## src/rtl/issue_scheduler_pkg.sv

```systemverilog
// Shared types for the issue stage and the entry buffer.
//   BUF_SIZE_LOG / BUF_SIZE : buffer depth (log2 / entries)
//   TAG_W                   : instruction tag width (one extra bit for age wrap)
//   state_e, unit_e         : entry lifecycle state and functional unit class
//   ex_mode_e               : EX stage operating mode for an issued op
//   entry_t                 : one buffer entry as seen by the scheduler
//   age_of()                : modular age of a tag relative to the oldest tag
package issue_scheduler_pkg;

  localparam int BUF_SIZE_LOG = 4;
  localparam int BUF_SIZE     = 2 ** BUF_SIZE_LOG;
  localparam int TAG_W        = BUF_SIZE_LOG + 1;

  typedef logic [TAG_W-1:0]        tag_t;
  typedef logic [BUF_SIZE_LOG-1:0] idx_t;

  typedef enum logic [1:0] {
    S_NOT_USED,
    S_NOT_EXECUTED,
    S_ADDR_GENERATED,
    S_EXECUTED
  } state_e;

  typedef enum logic [2:0] {
    U_ALU,
    U_BRANCH,
    U_MUL,
    U_DIV,
    U_LOAD,
    U_STORE
  } unit_e;

  typedef enum logic {
    EX_NORMAL,
    EX_GEN_ADDR
  } ex_mode_e;

  typedef struct packed {
    state_e                  e_state;
    unit_e                   unit;
    tag_t                    tag;
    logic                    j_rdy;
    logic                    k_rdy;
    logic                    a_rdy;
    logic [BUF_SIZE_LOG-1:0] number_of_early_store_ops;
  } entry_t;

  // Tags wrap modulo 2^TAG_W, so the unsigned difference orders them by age.
  function automatic tag_t age_of(input tag_t tag, input tag_t oldest);
    return tag - oldest;
  endfunction

endpackage

```

## src/rtl/issue_scheduler_oldest_picker.sv

```systemverilog
// Combinational oldest-first selector.
//   eligible_i   : per-entry eligibility mask
//   tags_i       : per-entry tags
//   oldest_tag_i : age base
//   found_o      : at least one eligible entry
//   index_o      : buffer index of the oldest eligible entry
//   tag_o        : tag of that entry
module issue_scheduler_oldest_picker
  import issue_scheduler_pkg::*;
(
  input  logic [BUF_SIZE-1:0]   eligible_i,
  input  tag_t [BUF_SIZE-1:0]   tags_i,
  input  tag_t                  oldest_tag_i,
  output logic                  found_o,
  output idx_t                  index_o,
  output tag_t                  tag_o
);

  tag_t best_age;

  // NOTE: every variable written here gets a default first, so no path leaves
  // a value unassigned and no latch is inferred.
  always_comb begin
    found_o  = 1'b0;
    index_o  = '0;
    tag_o    = '0;
    best_age = '1;
    for (int i = 0; i < BUF_SIZE; i++) begin
      if (eligible_i[i] && (!found_o || age_of(tags_i[i], oldest_tag_i) < best_age)) begin
        found_o  = 1'b1;
        index_o  = idx_t'(i);
        tag_o    = tags_i[i];
        best_age = age_of(tags_i[i], oldest_tag_i);
      end
    end
  end

endmodule

```

## src/rtl/issue_scheduler.sv

```systemverilog
// Wakeup/select stage between the entry buffer and two execution ports.
//   clk, reset_i          : clock, synchronous active-high reset
//   entries_i             : current buffer contents
//   oldest_tag_i          : tag of the oldest uncommitted instruction
//   flush_i               : misprediction flush
//   ex_ready_i[p]         : EX port p can accept an op this cycle
//   is_valid_execution_o  : registered issue valid per port
//   waked_tags_o          : tag of the issued entry per port
//   issue_index_o         : buffer index of the issued entry per port
//   ex_modes_o            : EX_GEN_ADDR for address generation, else EX_NORMAL
//   div_busy_o            : non-pipelined divider occupied
// Port 0 serves ALU/BRANCH/MUL/DIV, port 1 serves ALU/LOAD/STORE.
module issue_scheduler
  import issue_scheduler_pkg::*;
#(
  parameter int DIV_LATENCY = 8
) (
  input  logic      clk,
  input  logic      reset_i,
  input  entry_t    entries_i [BUF_SIZE],
  input  tag_t      oldest_tag_i,
  input  logic      flush_i,
  input  logic [1:0] ex_ready_i,
  output logic [1:0] is_valid_execution_o,
  output tag_t      waked_tags_o [2],
  output idx_t      issue_index_o [2],
  output ex_mode_e  ex_modes_o [2],
  output logic      div_busy_o
);

  localparam int CNT_W = $clog2(DIV_LATENCY + 1);
  typedef logic [CNT_W-1:0] cnt_t;

  // Registered state
  logic [1:0]          valid_q, valid_d;
  tag_t                tag_q [2], tag_d [2];
  idx_t                idx_q [2], idx_d [2];
  ex_mode_e            mode_q [2], mode_d [2];
  logic [BUF_SIZE-1:0] pending_q, pending_d;
  logic [BUF_SIZE-1:0] held_q, held_d;
  state_e              pst_q [BUF_SIZE], pst_d [BUF_SIZE];
  tag_t                ptag_q [BUF_SIZE], ptag_d [BUF_SIZE];
  cnt_t                div_cnt_q, div_cnt_d;

  // Candidate evaluation
  logic [BUF_SIZE-1:0] cand, cap0, cap1, pend_eff, elig0, elig1, mask0;
  ex_mode_e            cand_mode [BUF_SIZE];
  tag_t [BUF_SIZE-1:0] tags;
  logic                div_busy;

  logic found0, found1;
  idx_t idx0, idx1;
  tag_t ptag0, ptag1;

  assign div_busy = (div_cnt_q != '0);

  always_comb begin
    cand      = '0;
    cap0      = '0;
    cap1      = '0;
    pend_eff  = '0;
    tags      = '0;
    cand_mode = '{default: EX_NORMAL};
    for (int i = 0; i < BUF_SIZE; i++) begin
      logic ne, jk, rdy;
      ne  = (entries_i[i].e_state == S_NOT_EXECUTED);
      jk  = entries_i[i].j_rdy & entries_i[i].k_rdy;
      rdy = 1'b0;
      tags[i] = entries_i[i].tag;
      // A pending bit stops blocking as soon as the buffer moves the entry on
      // (state change, free, or reallocation under a new tag).
      pend_eff[i] = pending_q[i]
                  & (entries_i[i].e_state == pst_q[i])
                  & (entries_i[i].tag == ptag_q[i])
                  & (entries_i[i].e_state != S_NOT_USED);
      case (entries_i[i].unit)
        U_ALU: begin
          rdy = ne & jk;
          cap0[i] = 1'b1;
          cap1[i] = 1'b1;
        end
        U_BRANCH, U_MUL: begin
          rdy = ne & jk;
          cap0[i] = 1'b1;
        end
        U_DIV: begin
          rdy = ne & jk & ~div_busy;
          cap0[i] = 1'b1;
        end
        U_LOAD: begin
          cap1[i] = 1'b1;
          if (ne) begin
            rdy = entries_i[i].j_rdy;
            cand_mode[i] = EX_GEN_ADDR;
          end else if (entries_i[i].e_state == S_ADDR_GENERATED) begin
            rdy = entries_i[i].a_rdy & (entries_i[i].number_of_early_store_ops == '0);
          end
        end
        U_STORE: begin
          rdy = ne & jk;
          cap1[i] = 1'b1;
          cand_mode[i] = EX_GEN_ADDR;
        end
        default: rdy = 1'b0;
      endcase
      cand[i] = rdy & ~pend_eff[i] & (entries_i[i].e_state != S_NOT_USED);
    end
  end

  assign elig0 = cand & cap0 & {BUF_SIZE{ex_ready_i[0]}};
  assign mask0 = found0 ? (BUF_SIZE'(1) << idx0) : '0;
  assign elig1 = cand & cap1 & ~mask0 & {BUF_SIZE{ex_ready_i[1]}};

  issue_scheduler_oldest_picker u_pick0 (
    .eligible_i   (elig0),
    .tags_i       (tags),
    .oldest_tag_i (oldest_tag_i),
    .found_o      (found0),
    .index_o      (idx0),
    .tag_o        (ptag0)
  );

  issue_scheduler_oldest_picker u_pick1 (
    .eligible_i   (elig1),
    .tags_i       (tags),
    .oldest_tag_i (oldest_tag_i),
    .found_o      (found1),
    .index_o      (idx1),
    .tag_o        (ptag1)
  );

  // Next-state
  always_comb begin
    valid_d   = {found1, found0};
    tag_d     = tag_q;
    idx_d     = idx_q;
    mode_d    = mode_q;
    pending_d = pend_eff;
    held_d    = pend_eff;
    pst_d     = pst_q;
    ptag_d    = ptag_q;
    div_cnt_d = div_busy ? div_cnt_q - cnt_t'(1) : div_cnt_q;

    if (found0) begin
      tag_d[0]        = ptag0;
      idx_d[0]        = idx0;
      mode_d[0]       = cand_mode[idx0];
      pending_d[idx0] = 1'b1;
      pst_d[idx0]     = entries_i[idx0].e_state;
      ptag_d[idx0]    = ptag0;
      if (entries_i[idx0].unit == U_DIV) div_cnt_d = cnt_t'(DIV_LATENCY);
    end
    if (found1) begin
      tag_d[1]        = ptag1;
      idx_d[1]        = idx1;
      mode_d[1]       = cand_mode[idx1];
      pending_d[idx1] = 1'b1;
      pst_d[idx1]     = entries_i[idx1].e_state;
      ptag_d[idx1]    = ptag1;
    end

    if (flush_i) begin
      valid_d   = '0;
      tag_d     = '{default: '0};
      idx_d     = '{default: '0};
      mode_d    = '{default: EX_NORMAL};
      pending_d = '0;
      held_d    = '0;
      div_cnt_d = '0;
    end
  end

  // NOTE: sequential state uses non-blocking assignments so every register
  // samples the pre-edge values of the others.
  always_ff @(posedge clk) begin
    if (reset_i) begin
      valid_q   <= '0;
      tag_q     <= '{default: '0};
      idx_q     <= '{default: '0};
      mode_q    <= '{default: EX_NORMAL};
      pending_q <= '0;
      held_q    <= '0;
      div_cnt_q <= '0;
    end else begin
      valid_q   <= valid_d;
      tag_q     <= tag_d;
      idx_q     <= idx_d;
      mode_q    <= mode_d;
      pending_q <= pending_d;
      held_q    <= held_d;
      div_cnt_q <= div_cnt_d;
    end
  end

  // NOTE: the issue-time state/tag snapshot is only read while its pending bit
  // is set, and that bit is reset, so the snapshot array itself needs no reset.
  always_ff @(posedge clk) begin
    pst_q  <= pst_d;
    ptag_q <= ptag_d;
  end

  assign is_valid_execution_o = valid_q;
  assign waked_tags_o         = tag_q;
  assign issue_index_o        = idx_q;
  assign ex_modes_o           = mode_q;
  assign div_busy_o           = div_busy;

  // The buffer must move an issued entry on within one cycle of seeing it.
  a_pending_stuck : assert property (@(posedge clk) disable iff (reset_i || flush_i)
    (pend_eff & held_q) == '0);

endmodule

```

## config.mk

```make
export PLATFORM = sky130hd
export DESIGN_NAME = issue_scheduler
export DESIGN_NICKNAME = d
export VERILOG_FILES = /design/src/rtl/issue_scheduler_pkg.sv /design/src/rtl/issue_scheduler_oldest_picker.sv /design/src/rtl/issue_scheduler.sv
export SDC_FILE = /design/constraint.sdc
export NUM_CORES = 1
export LEC_CHECK = 0
export ABC_AREA = 1
export ABC_CLOCK_PERIOD_IN_PS = 56100
export CAP_MARGIN = 0
export CORE_ASPECT_RATIO = 0.8
export CORE_MARGIN = 3
export CORE_UTILIZATION = 45
export CTS_BUF_LIST = sky130_fd_sc_hd__clkbuf_2 sky130_fd_sc_hd__clkbuf_4 sky130_fd_sc_hd__clkbuf_8
export CTS_CLUSTER_DIAMETER = 120
export CTS_CLUSTER_SIZE = 40
export DETAILED_ROUTE_END_ITERATION = 6
export HOLD_SLACK_MARGIN = 0.06
export PLACE_DENSITY = 0.69
export SLEW_MARGIN = 0
export SYNTH_ARGS = -nofsm -noshare
export SYNTH_HDL_FRONTEND = slang
export SYNTH_SLANG_ARGS = --single-unit
```

## constraint.sdc

```tcl
create_clock -name clk -period 56.1 [get_ports clk]
set_input_delay 5.61 -clock clk [delete_from_list [all_inputs] [get_ports clk]]
set_output_delay 5.61 -clock clk [all_outputs]
set_load 0.01 [all_outputs]
```

==> impl_metrics.py <==
metrics = {
    "outcome": {
        "status": "completed",
    },
    "layout": {
        "fillCellCount": 4292,
        "num-nets-final": 3667,
        "synthToLayoutAreaGrowth_pct": 17.1,
        "post_route_cells_drive_above_1_share": 0.108,
        "final_cell_area_um2": 23200,
        "antenna-diode-count": 0,
        "final_core_utilization": 0.536,
        "multiInputGateArea_um2": 14600,
        "seqCellArea_um2": 3080,
    },
    "worst_setup_path": {
        "critPathMaxStageDelay_ns": 0.47,
        "regToRegSetupSlack_ns": 10.04,
        "critical_path.endpoint_type": "flop",
        "worst_path_most_repeated_cell": "sky130_fd_sc_hd__nand2_1",
        "worstReg2RegStart": "div_cnt_q[1]",
        "crit_path_top_delay_cell": "sky130_fd_sc_hd__nor2_4",
        "worstPathRequired_ns": 56.54,
        "startpoint_type": "primary input",
        "crit_arrival_ns": 52.37,
        "start_point_of_the_critical_path": "oldest_tag_i[0]",
        "critPathMaxFanout": 36,
        "type_of_the_setup_path_with_the_least_slack": "in2reg",
    },
    "power_and_ir_drop": {
        "power.leakage_nw": 10.3,
        "p_clk_frac": 0.162,
        "cell_internal_pwr_mw": 0.321,
        "power_density_nw_per_um2": 25.2,
        "combinationalPowerShare": 0.527,
        "seqPwrFrac": 0.311,
        "worst_vdd_drop_uv": 17.2,
        "netSwitchingPower_mw": 0.264,
        "netSwitchingFraction": 0.451,
    },
    "die": {
        "placement_rows": 68,
        "die_area_um2": 46600,
        "initial_utilization": 0.458,
        "floorplan.die.width_um": 241,
        "pin_count": 305,
        "die-height_um": 194,
        "core_um2": 43300,
    },
    "logic_synthesis": {
        "synth_top_cells_by_area": "sky130_fd_sc_hd__dfxtp_1 (16%), sky130_fd_sc_hd__nand2_1 (14%), sky130_fd_sc_hd__ha_1 (12%), sky130_fd_sc_hd__o21ai_0 (6.3%), sky130_fd_sc_hd__o211ai_1 (5.2%)",
        "postSynthRegisterBits": 154,
        "netlist-cell-type-count": 69,
        "synth_ff_type": "sky130_fd_sc_hd__dfxtp_1",
        "synthesis.yosys.warnings": 0,
        "synth.most_common_cell": "sky130_fd_sc_hd__nand2_1",
        "synth.largest_area_cell": "sky130_fd_sc_hd__dfxtp_1",
        "number_of_synthesized_flops_with_an_enable_pin": 0,
        "synth.top_cells.by_count": "sky130_fd_sc_hd__nand2_1 (744), sky130_fd_sc_hd__inv_1 (264), sky130_fd_sc_hd__o21ai_0 (249), sky130_fd_sc_hd__ha_1 (185), sky130_fd_sc_hd__nor2_1 (174)",
        "synth_fp_nets": 3433,
        "synth_seq_area_share": 0.155,
        "synthArstFlopShare": 0,
        "netlist.area_leader.share": 0.155,
        "mappedNetlistArea_um2": 19800,
        "netlist_instances": 2950,
        "syn_avg_cell_area_um2": 6.72,
    },
    "placed_design": {
        "port_buffers": 304,
        "gp_congestion": 1.03,
        "hpwlAfterDp_um": 66100,
        "postPlaceCellArea_um2": 22700,
    },
    "detailed_routing": {
        "drt_initial_violations": 2473,
        "postRouteAntennaNets": 0,
        "via_count": 22400,
        "first_pass_detailed_route_iteration_total": 6,
        "met3_length_um": 9560,
        "wl_per_cell_um": 22.1,
        "number_of_remaining_drc_errors": 0,
        "route.final.wire_length_um": 83200,
        "top_signal_layer_used": "met5",
        "routed_via_density": 5.97,
        "m1WireLength_um": 36000,
        "met2WireLength_um": 34700,
    },
    "clocking": {
        "cts_buffer_count": 17,
        "clkSlewWorstSetupHoldPaths_ns": 0.10,
        "cts_tree": "built",
        "htree_levels": 4,
        "clockRootBuffer": "sky130_fd_sc_hd__clkbuf_8",
        "cts.sinks": 154,
        "worstSkewPairLatency_ns": 0.49,
        "max-clock-path-buffers": 2,
        "postCtsSetupRepairBufs": 0,
    },
    "timing": {
        "max_freq_mhz": 19.3,
        "timing.clock.skew_ns": 0.0170,
        "worst_pin_slew_ns": 1.19,
        "grt_setup_unrepaired": "no",
        "finalHoldViolations": 0,
        "worst_slew_margin_rel": 0.184,
        "setup_viol": 0,
        "final.setup.tns_ns": 0,
        "min_period_over_period": 0.926,
        "maxSlewViolCount": 0,
        "period_needed_ns": 51.93,
    },
    "global_routing": {
        "number_of_antenna_violations_at_the_first_check_in_global_routing": 1,
        "gr-total-overflow": 0,
        "gr-usage-all-layers": 0.341,
        "global_route_wire_length_before_repair_um": 122000,
        "grt_start_max_net_pins": 37,
        "number_of_global_route_vias_before_repair": 20600,
    },
    "min_path": {
        "min-delay-path-class": "reg2reg",
        "hold_start": "ex_modes_o[1]",
    },
    "flow_run": {
        "cap_violations": 0,
    },
}
==> final cells by class <==
type,count,share of cell area
inverters,298,0.0508
multi-input cells,2389,0.630
clock buffers,18,0.0104
clock inverters,14,0.00803
repair buffers,324,0.137
flip-flops and latches,154,0.133
well taps,560,0.0302
==> worst paths after layout <==
path         depth (start not counted)       endpoint
max                                266      pst_q[18]
min                                  2  ex_modes_o[1]
max reg2reg                        268      pst_q[18]
min reg2reg                          2  ex_modes_o[1]
==> power groups by stage <==
stage / Sequential [mW] / Combinational (mW) / Clock [mW]
after floorplan: 0.174 / 0.205 / 0
after global placement: 0.181 / 0.289 / 0
after detailed placement: 0.183 / 0.297 / 0
after CTS: 0.180 / 0.299 / 0.0944
after global routing: 0.185 / 0.335 / 0.0990
final: 0.182 / 0.308 / 0.0945
==> metrics by stage <==
stage | hold WS, ns | cells | setup WS, ns | total power [mW]
finish | 0.454 | 3757 | 4.17 | 0.585
floorplan | 0.455 | 2950 | 11.56 | 0.379
global route | 0.483 | 3757 | 0.138 | 0.619
CTS | 0.459 | 3757 | 1.16 | 0.574
detailed placement | 0.444 | 3725 | 0.852 | 0.480
global placement | 0.430 | 3725 | 2.10 | 0.470
==> cell usage in the layout (no fill, tap or decap), types with 13 or more instances in the layout <==
cell type | synthesis | final
sky130_fd_sc_hd__o211ai_1 | 138 | 138
sky130_fd_sc_hd__clkdlybuf4s50_1 | 0 | 304
sky130_fd_sc_hd__nor3_1 | 46 | 46
sky130_fd_sc_hd__dfxtp_1 | 154 | 154
sky130_fd_sc_hd__nand2_1 | 744 | 733
sky130_fd_sc_hd__nand4_1 | 31 | 31
sky130_fd_sc_hd__inv_1 | 264 | 264
sky130_fd_sc_hd__nor2_2 | 16 | 16
sky130_fd_sc_hd__a21oi_1 | 111 | 111
sky130_fd_sc_hd__o211ai_2 | 30 | 30
sky130_fd_sc_hd__fa_1 | 16 | 16
sky130_fd_sc_hd__nand2_2 | 63 | 74
sky130_fd_sc_hd__ha_1 | 185 | 185
sky130_fd_sc_hd__nor4_1 | 15 | 15
sky130_fd_sc_hd__a211oi_1 | 37 | 37
sky130_fd_sc_hd__xnor2_1 | 37 | 37
sky130_fd_sc_hd__a31oi_1 | 19 | 19
sky130_fd_sc_hd__or2_2 | 49 | 49
sky130_fd_sc_hd__o21ai_0 | 249 | 211
sky130_fd_sc_hd__xor2_1 | 73 | 73
sky130_fd_sc_hd__clkbuf_8 | 30 | 17
sky130_fd_sc_hd__nor2_4 | 17 | 17
sky130_fd_sc_hd__o21ai_2 | 43 | 48
sky130_fd_sc_hd__nand3b_1 | 13 | 13
sky130_fd_sc_hd__buf_4 | 11 | 20
sky130_fd_sc_hd__nor2_1 | 174 | 174
sky130_fd_sc_hd__inv_2 | 16 | 16
sky130_fd_sc_hd__o21ai_1 | 40 | 73
sky130_fd_sc_hd__nand3_1 | 138 | 138
==> worst max-delay path, delay by kind of cell <==
kind	cells	cell delay, ns
fa+ha+maj	32	9.94
compound gates	81	17.95
xor+xnor	1	0.42
buf+inv	5	1.23
simple gates	147	17.13
==> cell families (layout without fill, tap and decap cells) <==
| group | after synthesis | in the layout | share of synthesized area |
|---|---|---|---|
| AND/OR/NAND/NOR | 1329 | 1329 | 0.304 |
| AO/OA/AOI/OAI | 744 | 744 | 0.247 |
| buffers and inverters | 407 | 654 | 0.109 |
| adder cells (fa/ha/maj) | 201 | 201 | 0.133 |
| flip-flops | 154 | 154 | 0.155 |
| XOR/XNOR | 110 | 110 | 0.0486 |
| multiplexers | 5 | 5 | 0.00252 |
==> repair_timing <==
action                     in CTS  in global routing
gates resized for setup         0                 55
hold endpoints to repair        0                  0
setup endpoints to repair       0                138
hold buffers                    0                  0
==> state kept, by name (all words and copies together) (netlist names) <==
name                  count
div_cnt_q                 4
waked_tags_o             10
issue_index_o             8
is_valid_execution_o      2
ex_modes_o                2
ptag_q                   80
pending_q                16
pst_q                    32
==> metal layers <==
| metal | global-route usage | vias up |
|---|---|---|
| met2 | 0.507 | 1253 |
| met3 | 0.0801 | 186 |
| li1 | - | 10600 |
| met5 | 0 | - |
| met1 | 0.484 | 10400 |
| met4 | 0.112 | 2 |
Power figures use the tool's default switching activity.
